--- src/rtl/lsu_pkg.sv ---
// lsu_pkg: shared types and helpers for the load/store unit.
//   lsu_state_t  : bus-transaction state machine encoding
//   FMT_*        : RISC-V funct3 load/store size encodings
//   access_legal : legality of a single-enable request (format, alignment, direction)
package lsu_pkg;

    typedef enum logic [1:0] {
        ST_IDLE,
        ST_REQ,
        ST_RESP,
        ST_DONE
    } lsu_state_t;

    localparam logic [2:0] FMT_B  = 3'b000;
    localparam logic [2:0] FMT_H  = 3'b001;
    localparam logic [2:0] FMT_W  = 3'b010;
    localparam logic [2:0] FMT_BU = 3'b100;
    localparam logic [2:0] FMT_HU = 3'b101;

    // Unsigned formats only exist for loads; halfwords need even addresses,
    // words need 4-byte alignment. Unknown encodings are always illegal.
    function automatic logic access_legal(input logic [2:0] format,
                                          input logic [1:0] addr_low,
                                          input logic       is_store);
        logic legal;
        case (format)
            FMT_B:   legal = 1'b1;
            FMT_H:   legal = ~addr_low[0];
            FMT_W:   legal = (addr_low == 2'b00);
            FMT_BU:  legal = ~is_store;
            FMT_HU:  legal = ~is_store & ~addr_low[0];
            default: legal = 1'b0;
        endcase
        return legal;
    endfunction

endpackage

--- src/rtl/load_data_aligner.sv ---
// load_data_aligner: combinational lane logic shared by both directions.
//   bus_data     in  BUS_WIDTH  raw read data from the bus
//   offset       in  OFFSET_W   byte offset of the access inside the bus word
//   format       in  3          funct3 size/sign encoding
//   store_data   in  32         right-aligned store data
//   load_result  out 32         shifted and sign/zero-extended load value
//   store_wdata  out BUS_WIDTH  store data replicated across every lane
//   store_strobe out BUS_BYTES  byte enables for the addressed lanes
module load_data_aligner
    import lsu_pkg::*;
#(
    parameter  int BUS_WIDTH = 32,
    localparam int BUS_BYTES = BUS_WIDTH / 8,
    localparam int OFFSET_W  = $clog2(BUS_BYTES)
) (
    input  logic [BUS_WIDTH-1:0] bus_data,
    input  logic [OFFSET_W-1:0]  offset,
    input  logic [2:0]           format,
    input  logic [31:0]          store_data,
    output logic [31:0]          load_result,
    output logic [BUS_WIDTH-1:0] store_wdata,
    output logic [BUS_BYTES-1:0] store_strobe
);

    logic [31:0]          shifted;
    logic [BUS_BYTES-1:0] lane_mask;

    // NOTE: every signal written here gets a default first, so formats not
    // listed in the case fall through to a value instead of inferring a latch.
    always_comb begin
        shifted     = 32'(bus_data >> {offset, 3'b000});
        load_result = 32'h0;
        case (format)
            FMT_B:   load_result = {{24{shifted[7]}}, shifted[7:0]};
            FMT_BU:  load_result = {24'h0, shifted[7:0]};
            FMT_H:   load_result = {{16{shifted[15]}}, shifted[15:0]};
            FMT_HU:  load_result = {16'h0, shifted[15:0]};
            FMT_W:   load_result = shifted;
            default: ;
        endcase
    end

    // Replicating the data means the slave only needs the strobes to pick
    // the right lane; no per-offset data shifter is required.
    always_comb begin
        store_wdata = '0;
        lane_mask   = '0;
        case (format)
            FMT_B: begin
                store_wdata = {BUS_BYTES{store_data[7:0]}};
                lane_mask   = BUS_BYTES'(4'h1);
            end
            FMT_H: begin
                store_wdata = {(BUS_BYTES / 2){store_data[15:0]}};
                lane_mask   = BUS_BYTES'(4'h3);
            end
            FMT_W: begin
                store_wdata = {(BUS_BYTES / 4){store_data}};
                lane_mask   = BUS_BYTES'(4'hF);
            end
            default: ;
        endcase
        store_strobe = lane_mask << offset;
    end

endmodule

--- src/rtl/load_store_unit.sv ---
// load_store_unit: adapts the core's single-cycle load/store port to a
// valid/ready memory bus with unbounded latency, stalling the core meanwhile.
//   clock, reset (async, active-low)
//   core_*  : request from the core datapath; stall, fault and load data back
//   mem_req_*  : one registered bus request per access (valid/ready handshake)
//   mem_resp_* : read data or write acknowledge, accepted only in RESP
module load_store_unit
    import lsu_pkg::*;
#(
    parameter  int BUS_WIDTH = 32,
    localparam int BUS_BYTES = BUS_WIDTH / 8
) (
    input  logic                 clock,
    input  logic                 reset,
    input  logic                 core_read_enable,
    input  logic                 core_write_enable,
    input  logic [2:0]           core_format,
    input  logic [31:0]          core_address,
    input  logic [31:0]          core_write_data,
    output logic [31:0]          core_read_data,
    output logic                 core_stall,
    output logic                 core_access_fault,
    output logic                 mem_req_valid,
    input  logic                 mem_req_ready,
    output logic                 mem_req_write,
    output logic [31:0]          mem_req_address,
    output logic [BUS_WIDTH-1:0] mem_req_wdata,
    output logic [BUS_BYTES-1:0] mem_req_strobe,
    input  logic                 mem_resp_valid,
    input  logic [BUS_WIDTH-1:0] mem_resp_data
);

    localparam int          OFFSET_W  = $clog2(BUS_BYTES);
    localparam logic [31:0] ADDR_MASK = ~32'(BUS_BYTES - 1);

    lsu_state_t           state, next_state;
    logic [2:0]           req_format;
    logic [OFFSET_W-1:0]  req_offset;
    logic [31:0]          read_data_q;
    logic                 any_request, legal_request;
    logic [OFFSET_W-1:0]  align_offset;
    logic [2:0]           align_format;
    logic [31:0]          load_result;
    logic [BUS_WIDTH-1:0] store_wdata;
    logic [BUS_BYTES-1:0] store_strobe;

    assign any_request   = core_read_enable | core_write_enable;
    assign legal_request = (core_read_enable ^ core_write_enable)
                         && access_legal(core_format, core_address[1:0], core_write_enable);

    // One aligner serves both directions: in IDLE it places store data from
    // the live core inputs; afterwards it extracts load data using the
    // captured offset and format.
    always_comb begin
        align_offset = req_offset;
        align_format = req_format;
        if (state == ST_IDLE) begin
            align_offset = core_address[OFFSET_W-1:0];
            align_format = core_format;
        end
    end

    load_data_aligner #(.BUS_WIDTH(BUS_WIDTH)) u_aligner (
        .bus_data     (mem_resp_data),
        .offset       (align_offset),
        .format       (align_format),
        .store_data   (core_write_data),
        .load_result  (load_result),
        .store_wdata  (store_wdata),
        .store_strobe (store_strobe)
    );

    always_comb begin
        next_state        = state;
        mem_req_valid     = 1'b0;
        core_stall        = 1'b0;
        core_access_fault = 1'b0;
        core_read_data    = 32'h0;
        case (state)
            ST_IDLE: begin
                if (legal_request) begin
                    next_state = ST_REQ;
                    core_stall = 1'b1;
                end else if (any_request) begin
                    core_access_fault = 1'b1;
                end
            end
            ST_REQ: begin
                mem_req_valid = 1'b1;
                core_stall    = 1'b1;
                if (mem_req_ready) next_state = ST_RESP;
            end
            ST_RESP: begin
                core_stall = 1'b1;
                if (mem_resp_valid) next_state = ST_DONE;
            end
            ST_DONE: begin
                core_read_data = read_data_q;
                next_state     = ST_IDLE;
            end
            default: next_state = ST_IDLE;
        endcase
    end

    // NOTE: all state here uses non-blocking assignments so every register
    // samples the pre-edge values, independent of statement order.
    always_ff @(posedge clock or negedge reset) begin
        if (!reset) begin
            state           <= ST_IDLE;
            mem_req_write   <= 1'b0;
            mem_req_address <= 32'h0;
            mem_req_wdata   <= '0;
            mem_req_strobe  <= '0;
            req_format      <= FMT_B;
            req_offset      <= '0;
            read_data_q     <= 32'h0;
        end else begin
            state <= next_state;
            if (state == ST_IDLE && legal_request) begin
                mem_req_write   <= core_write_enable;
                mem_req_address <= core_address & ADDR_MASK;
                mem_req_wdata   <= core_write_enable ? store_wdata  : '0;
                mem_req_strobe  <= core_write_enable ? store_strobe : '0;
                req_format      <= core_format;
                req_offset      <= core_address[OFFSET_W-1:0];
            end
            if (state == ST_RESP && mem_resp_valid) begin
                read_data_q <= mem_req_write ? 32'h0 : load_result;
            end
        end
    end

endmodule
--- config.mk ---
export PLATFORM = sky130hd
export DESIGN_NAME = load_store_unit
export DESIGN_NICKNAME = d
export VERILOG_FILES = /design/src/rtl/lsu_pkg.sv /design/src/rtl/load_data_aligner.sv /design/src/rtl/load_store_unit.sv
export SDC_FILE = /design/constraint.sdc
export NUM_CORES = 1
export LEC_CHECK = 0
export ABC_AREA = 1
export CORE_ASPECT_RATIO = 0.6
export CORE_UTILIZATION = 49
export CTS_CLUSTER_SIZE = 14
export DETAILED_ROUTE_END_ITERATION = 10
export PLACE_DENSITY = 0.92
export SLEW_MARGIN = 10
export SYNTH_ARGS = -nofsm -noshare
export SYNTH_HDL_FRONTEND = slang
export SYNTH_SLANG_ARGS = --single-unit
--- constraint.sdc ---
create_clock -name clock -period 5.5 [get_ports clock]
set_input_delay 0.55 -clock clock [delete_from_list [all_inputs] [get_ports clock]]
set_output_delay 0.55 -clock clock [all_outputs]
set_load 0.02 [all_outputs]
== Yosys cells after proc, flatten, opt, wreduce, memory -nomap -nowiden ==
Index checks and enable logic that the tools add are counted.

* Flip-flop bits (word level): 106
* Input port bits: 105
* Output and inout port bits: 104
* Logic and storage cells: 58

* Equality and inequality tests: 14
* Shifts and indexed selects: 2
* Mux-type cells: 20
* Bitwise gates (word level): 5
* Reduce and logical (&&, ||, !) cells: 9

{| class="wikitable"
|+ Operators with widths
! operator !! count
|-
| $pmux W32 S5 || 1
|-
| $mux W32 || 3
|-
| $pmux W32 S3 || 1
|-
| $shr A32 B5 Y32 || 1
|-
| $eq A3 B3 Y1 const B || 4
|-
| $pmux W4 S3 || 1
|-
| $mux W2 || 4
|-
| $pmux W2 S4 || 1
|-
| $eq A3 B1 Y1 const B || 2
|-
| $eq A3 B2 Y1 const B || 2
|-
| $logic_not A3 Y1 || 2
|-
| $ne A2 B2 Y1 const B || 3
|-
| $mux W1 || 5
|-
| $pmux W1 S5 || 1
|-
| $eq A2 B2 Y1 const B || 2
|-
| $logic_not A2 Y1 || 2
|-
| $mux W4 || 1
|-
| $shl A4 B2 Y4 || 1
|-
| $logic_and A1 B1 Y1 || 3
|-
| $mux W3 || 1
|-
| $reduce_and A3 Y1 || 1
|-
| $eq A2 B1 Y1 const B || 1
|-
| $not A1 Y1 || 2
|-
| $pmux W1 S2 || 1
|-
| other kinds (4) || 4
|}

== Logic depth before layout (Yosys ltp) ==
* Word-level depth: 6
* Depth in mapped cells: 13

== By module ==
A second synthesis with hierarchy kept.

* Cell total of the unflattened synthesis: 849
* Area total of the unflattened synthesis: 5863.1 um^2

{| class="wikitable"
|+ Modules (own cells, without submodules)
! module !! instances !! cells each !! area an instance (um^2) !! sequential area each (um^2)
|-
| load_store_unit || 1 || 565 || 4628.2 || 2652.5
|-
| load_data_aligner || 1 || 284 || 1234.9 || 0.0
|}

== Worst setup path before layout ==
No wires, ideal clock.

* Path type: in2out
* Start point: input core_write_enable
* End point: output core_stall
* Data arrival time: 1.641 ns
* Required time: 4.950 ns
* Path slack: 3.309 ns
* Cell stages on the path: 5
* Path buffers: 1
* Cell sequence: inv_1 ha_1 nand3_2 buf_1 a21oi_1

* Word-level cells in the longest chain between the ends: 6
* Elaborated cells between the ends (all ways): 7
* Those cells by class: 3 x mux; 3 x bitwise; 1 x reduce/logical

{| class="wikitable"
|+ RTL lines
! element !! line !! text
|-
| from (decl) || load_store_unit.sv:16 || <nowiki>input logic core_write_enable,</nowiki>
|-
| $not A1 Y1 || lsu_pkg.sv:30, lsu_pkg.sv:31 ||
|-
| $and A1 B1 Y1 || lsu_pkg.sv:31 || <nowiki>FMT_HU: legal = ~is_store & ~addr_low[0];</nowiki>
|-
| $pmux W1 S5 || lsu_pkg.sv:26 || <nowiki>case (format)</nowiki>
|-
| $logic_and A1 B1 Y1 (*) || load_store_unit.sv:49 || <nowiki>&& access_legal(core_format, core_address[1:0], core_write_enable);</nowiki>
|-
| $mux W1 (*) || load_store_unit.sv:81 || <nowiki>if (legal_request) begin</nowiki>
|-
| $pmux W1 S2 (*) || load_store_unit.sv:79 || <nowiki>case (state)</nowiki>
|-
| to (decl) || load_store_unit.sv:21 || <nowiki>output logic core_stall,</nowiki>
|}

Every way passes the cells marked *; elsewhere a longest branch is shown, timed or not.

== Worst setup path in the final report ==
* Start point: register state[0]
* End point: output core_stall

* Word-level cells in the longest chain between the ends: 3
* Elaborated cells between the ends (all ways): 5
* Those cells by class: 2 x eq/ne; 1 x mux; 2 x reduce/logical

{| class="wikitable"
|+ RTL lines
! element !! line !! text
|-
| from (decl) || load_store_unit.sv:36 || <nowiki>lsu_state_t state, next_state;</nowiki>
|-
| from (signal assigned) || load_store_unit.sv:118 || <nowiki>state <= next_state;</nowiki>
|-
| $eq A2 B2 Y1 or $eq A2 B1 Y1 (tied branches) || load_store_unit.sv:79 ||
|-
| $reduce_or A2 Y1 (no line) || - ||
|-
| $pmux W1 S2 (*) || load_store_unit.sv:79 ||
|}

Marks and branches as above.

==> run metrics <==
max cap viols=0; die width=142.8 µm; fillcell total=941; register area=0.002653 mm²; Setup crit start kind=register; Mapped Area=0.005832 mm²; CTS Root Cell=clkbuf_16; commonest cells after routing, fill and taps aside=428 x nand2_1, 205 x clkdlybuf4s50_1, 106 x dfrtp_1; Die ar.=0.01236 mm²; Simple-Gate Fraction of Synth Area=0.3973; Routed WL=17.10 mm; Total GRT Usage=0.2857; worst-path maximum fanout=28; clock-pin slew on the worst setup and hold paths=0.07 ns; Sum Neg Setup Slack=0 ns; CTS buffer count=9; 1st-pass router iterations=5; P_int=2.508 mW; row count=30; Final #Nets=1097; per-cell routed wire length=14.87 µm; Layout area overhead=40.33%; switching part of the total=0.4580; DRT iter0 DRCs=410; post-CTS setup repair buffer count=0; Multi-input gate area=0.002688 mm²; GR Overflow Total=0; CTS sink cnt=106; Placed Cells=1135; Rel. slew slack=0.1706; Vias=5789; Worst-Margin Slew=1.244 ns; Layout Cells excl Fill=1150; vias in the first global route=5501; layout cells sized above 1=0.05758; PortBufs=206; first-pass GRT wire length=27.30 mm; post-synthesis mux area share=0; buffer depth of the longest clock path=2; Max Slew Vio Count=0; unrepaired setup endpoints after global routing=no; worst reg-to-reg path cell count=7; main combinational cell family by area after synthesis=simple AND/OR/NAND/NOR gates; fmax=285.4 MHz; clk_skew=0.007594 ns; worst vdd ir=0.3557 mV; Pwr Density=565.3 mW/mm²; yosys warns=0; n_diodes=0; syn avg cell area=7.245 µm²; Core Area=0.01145 mm²; Crit. Startpoint=state[0]$_DFFE_PN0P_; most common cell after layout, fill and taps aside=nand2_1; final antenna-violating net count=0; sequential share of power=0.294; Final Wtd Congestion=0.8715; Critical R2R Launch=state[0]$_DFFE_PN0P_; sequential fraction of the synthesis area=0.4548; hold buffers post-CTS=0; I/O pin total=209; Mapped Cells=805; Comb power frac=0.567; largest net degree at the start of global routing=75; fin crit share=0.6371; DPL Wire Length=12.47 mm; post-layout minimum cycle time=3.504 ns; clock share of power=0.139; outcome=completed; initial antenna violation count=0; crit path to=core_stall; Synth Register Bits=106; Place WS=1.844 ns; H-tree Lvls=3; Via density=5.034; critical path class=reg -> out; Post-CTS Resized=0; drt drc=0; CTS tree=yes; CP Capture Type=output pin; CP max-delay cell=clkdlybuf4s50_1; setup ws final=1.996 ns; effective utilization at floorplan=0.5094; crit-path max cell delay=0.63 ns; Synth Area in Compound Gates=0.04935; worst r2r dst=mem_req_strobe[0]$_DFFE_PN0P_; Die Ht=86.51 µm; Setup-failing EPs final=0; CP arrival=2.95 ns; setup slack, reg-to-reg=2.06 ns; Worst Hold Class=in -> async; Switching Power=2.119 mW; Netlist cell types=28; worst skew pair latency=0.35 ns; CP required=4.95 ns; cell breakdown of the critical path=inv_1 > ha_1 > nand3_2 > a21oi_1 > clkdlybuf4s50_1; Fin. Hold Viols=0; P_leak=4.420 nW; Post-Synth XOR/XNOR Area=0; adder-cell share of the synthesized area=0.01287
==> worst max-delay path, delay by kind of cell (launching register included) <==
kind                       cells  cell delay (ns)
buffers and inverters          2             0.73
and+or+nand+nor                1             0.57
DFF                            1             0.42
adders and majority gates      1             0.58
AOI/OAI and AO/OA              1             0.29
==> area by class of cell <==
type / count / share of cell area
Timing Repair Buffer: 209 / 0.2544
Multi-Input combinational cell: 588 / 0.3284
Clock inverter: 6 / 0.008103
Tap cell: 160 / 0.02446
Inverter: 72 / 0.03302
Sequential cell: 106 / 0.3241
Clock buffer: 9 / 0.02752
==> layer usage <==
metal | track usage | vias up | wire length [µm]
met1 | 0.4013 | 2640 | 7631
li1 | - | 2822 | -
met4 | 0.06843 | 0 | 240
met2 | 0.4367 | 304 | 7366
met5 | 0 | - | 0
met3 | 0.08232 | 23 | 1865
==> through the flow <==
step	util	instance area [µm²]	hold WS [ns]	total power, mW
6_report	0.7149	8184	0.1466	4.626
2_1_floorplan	-	5836	0.2544	3.046
4_1_cts	0.7149	8184	0.1484	4.630
3_5_place_dp	0.6894	7893	0.4642	3.968
5_1_grt	0.7149	8184	0.1742	4.954
3_3_place_gp	0.6894	7893	0.4638	3.911
==> Yosys cell counts <==
master,number,area [µm²]
buf_6,5,56.30
o211ai_1,7,52.55
nand3_2,14,140.1
o21ai_0,28,140.1
nand4_1,2,12.51
a21oi_2,1,8.760
dfrtp_1,106,2653
inv_2,4,15.01
buf_2,18,90.09
nor2_1,10,37.54
nor2_4,2,22.52
clkbuf_1,12,45.04
nand3_4,2,35.03
conb_1,1,3.750
nor2_8,2,40.04
nand2_8,2,40.04
o21ai_1,13,65.06
buf_4,4,30.03
ha_1,6,75.07
nand3_1,56,280.3
o21bai_1,1,7.510
nand2_1,428,1607
inv_1,68,255.2
nand2_4,8,90.09
a21oi_1,1,5.000
buf_1,1,3.750
o21ai_2,1,8.760
nand2_2,2,12.51
==> cells by family after synthesis <==
family / after synthesis
buffers and inverters: 112
and+or+nand+nor: 528
adders and majority gates: 6
DFF: 106
other: 1
AOI/OAI and AO/OA: 52
==> state kept, by name, summed over array words and instances, names as in the netlist <==
name             cells
state                2
mem_req_write        1
mem_req_strobe       4
read_data_q         32
mem_req_wdata       32
req_format           3
mem_req_address     30
req_offset           2
==> power by group through the flow <==
stage	Sequential, mW	Combinational (mW)	Clock [mW]
after floorplan	1.60	1.44	0
after global placement	1.36	2.55	0
after detailed placement	1.36	2.61	0
after CTS	1.36	2.62	0.653
after global routing	1.40	2.87	0.683
final	1.36	2.62	0.644
==> how the worst min path moves through the flow <==
| stage | to | depth (start not counted) | start | slack [ns] |
|---|---|---|---|---|
| floorplan | mem_req_address[10]$_DFFE_PN0P_ | 0 | reset | 0.25 |
| global placement | mem_req_wdata[19]$_DFFE_PN0P_ | 2 | mem_req_wdata[19]$_DFFE_PN0P_ | 0.46 |
| detailed placement | mem_req_address[20]$_DFFE_PN0P_ | 2 | mem_req_address[20]$_DFFE_PN0P_ | 0.46 |
| CTS | read_data_q[13]$_DFFE_PN0P_ | 1 | reset | 0.15 |
| global route | read_data_q[10]$_DFFE_PN0P_ | 1 | reset | 0.17 |
| finish | read_data_q[13]$_DFFE_PN0P_ | 1 | reset | 0.15 |
(Power assumes the default switching activity.)
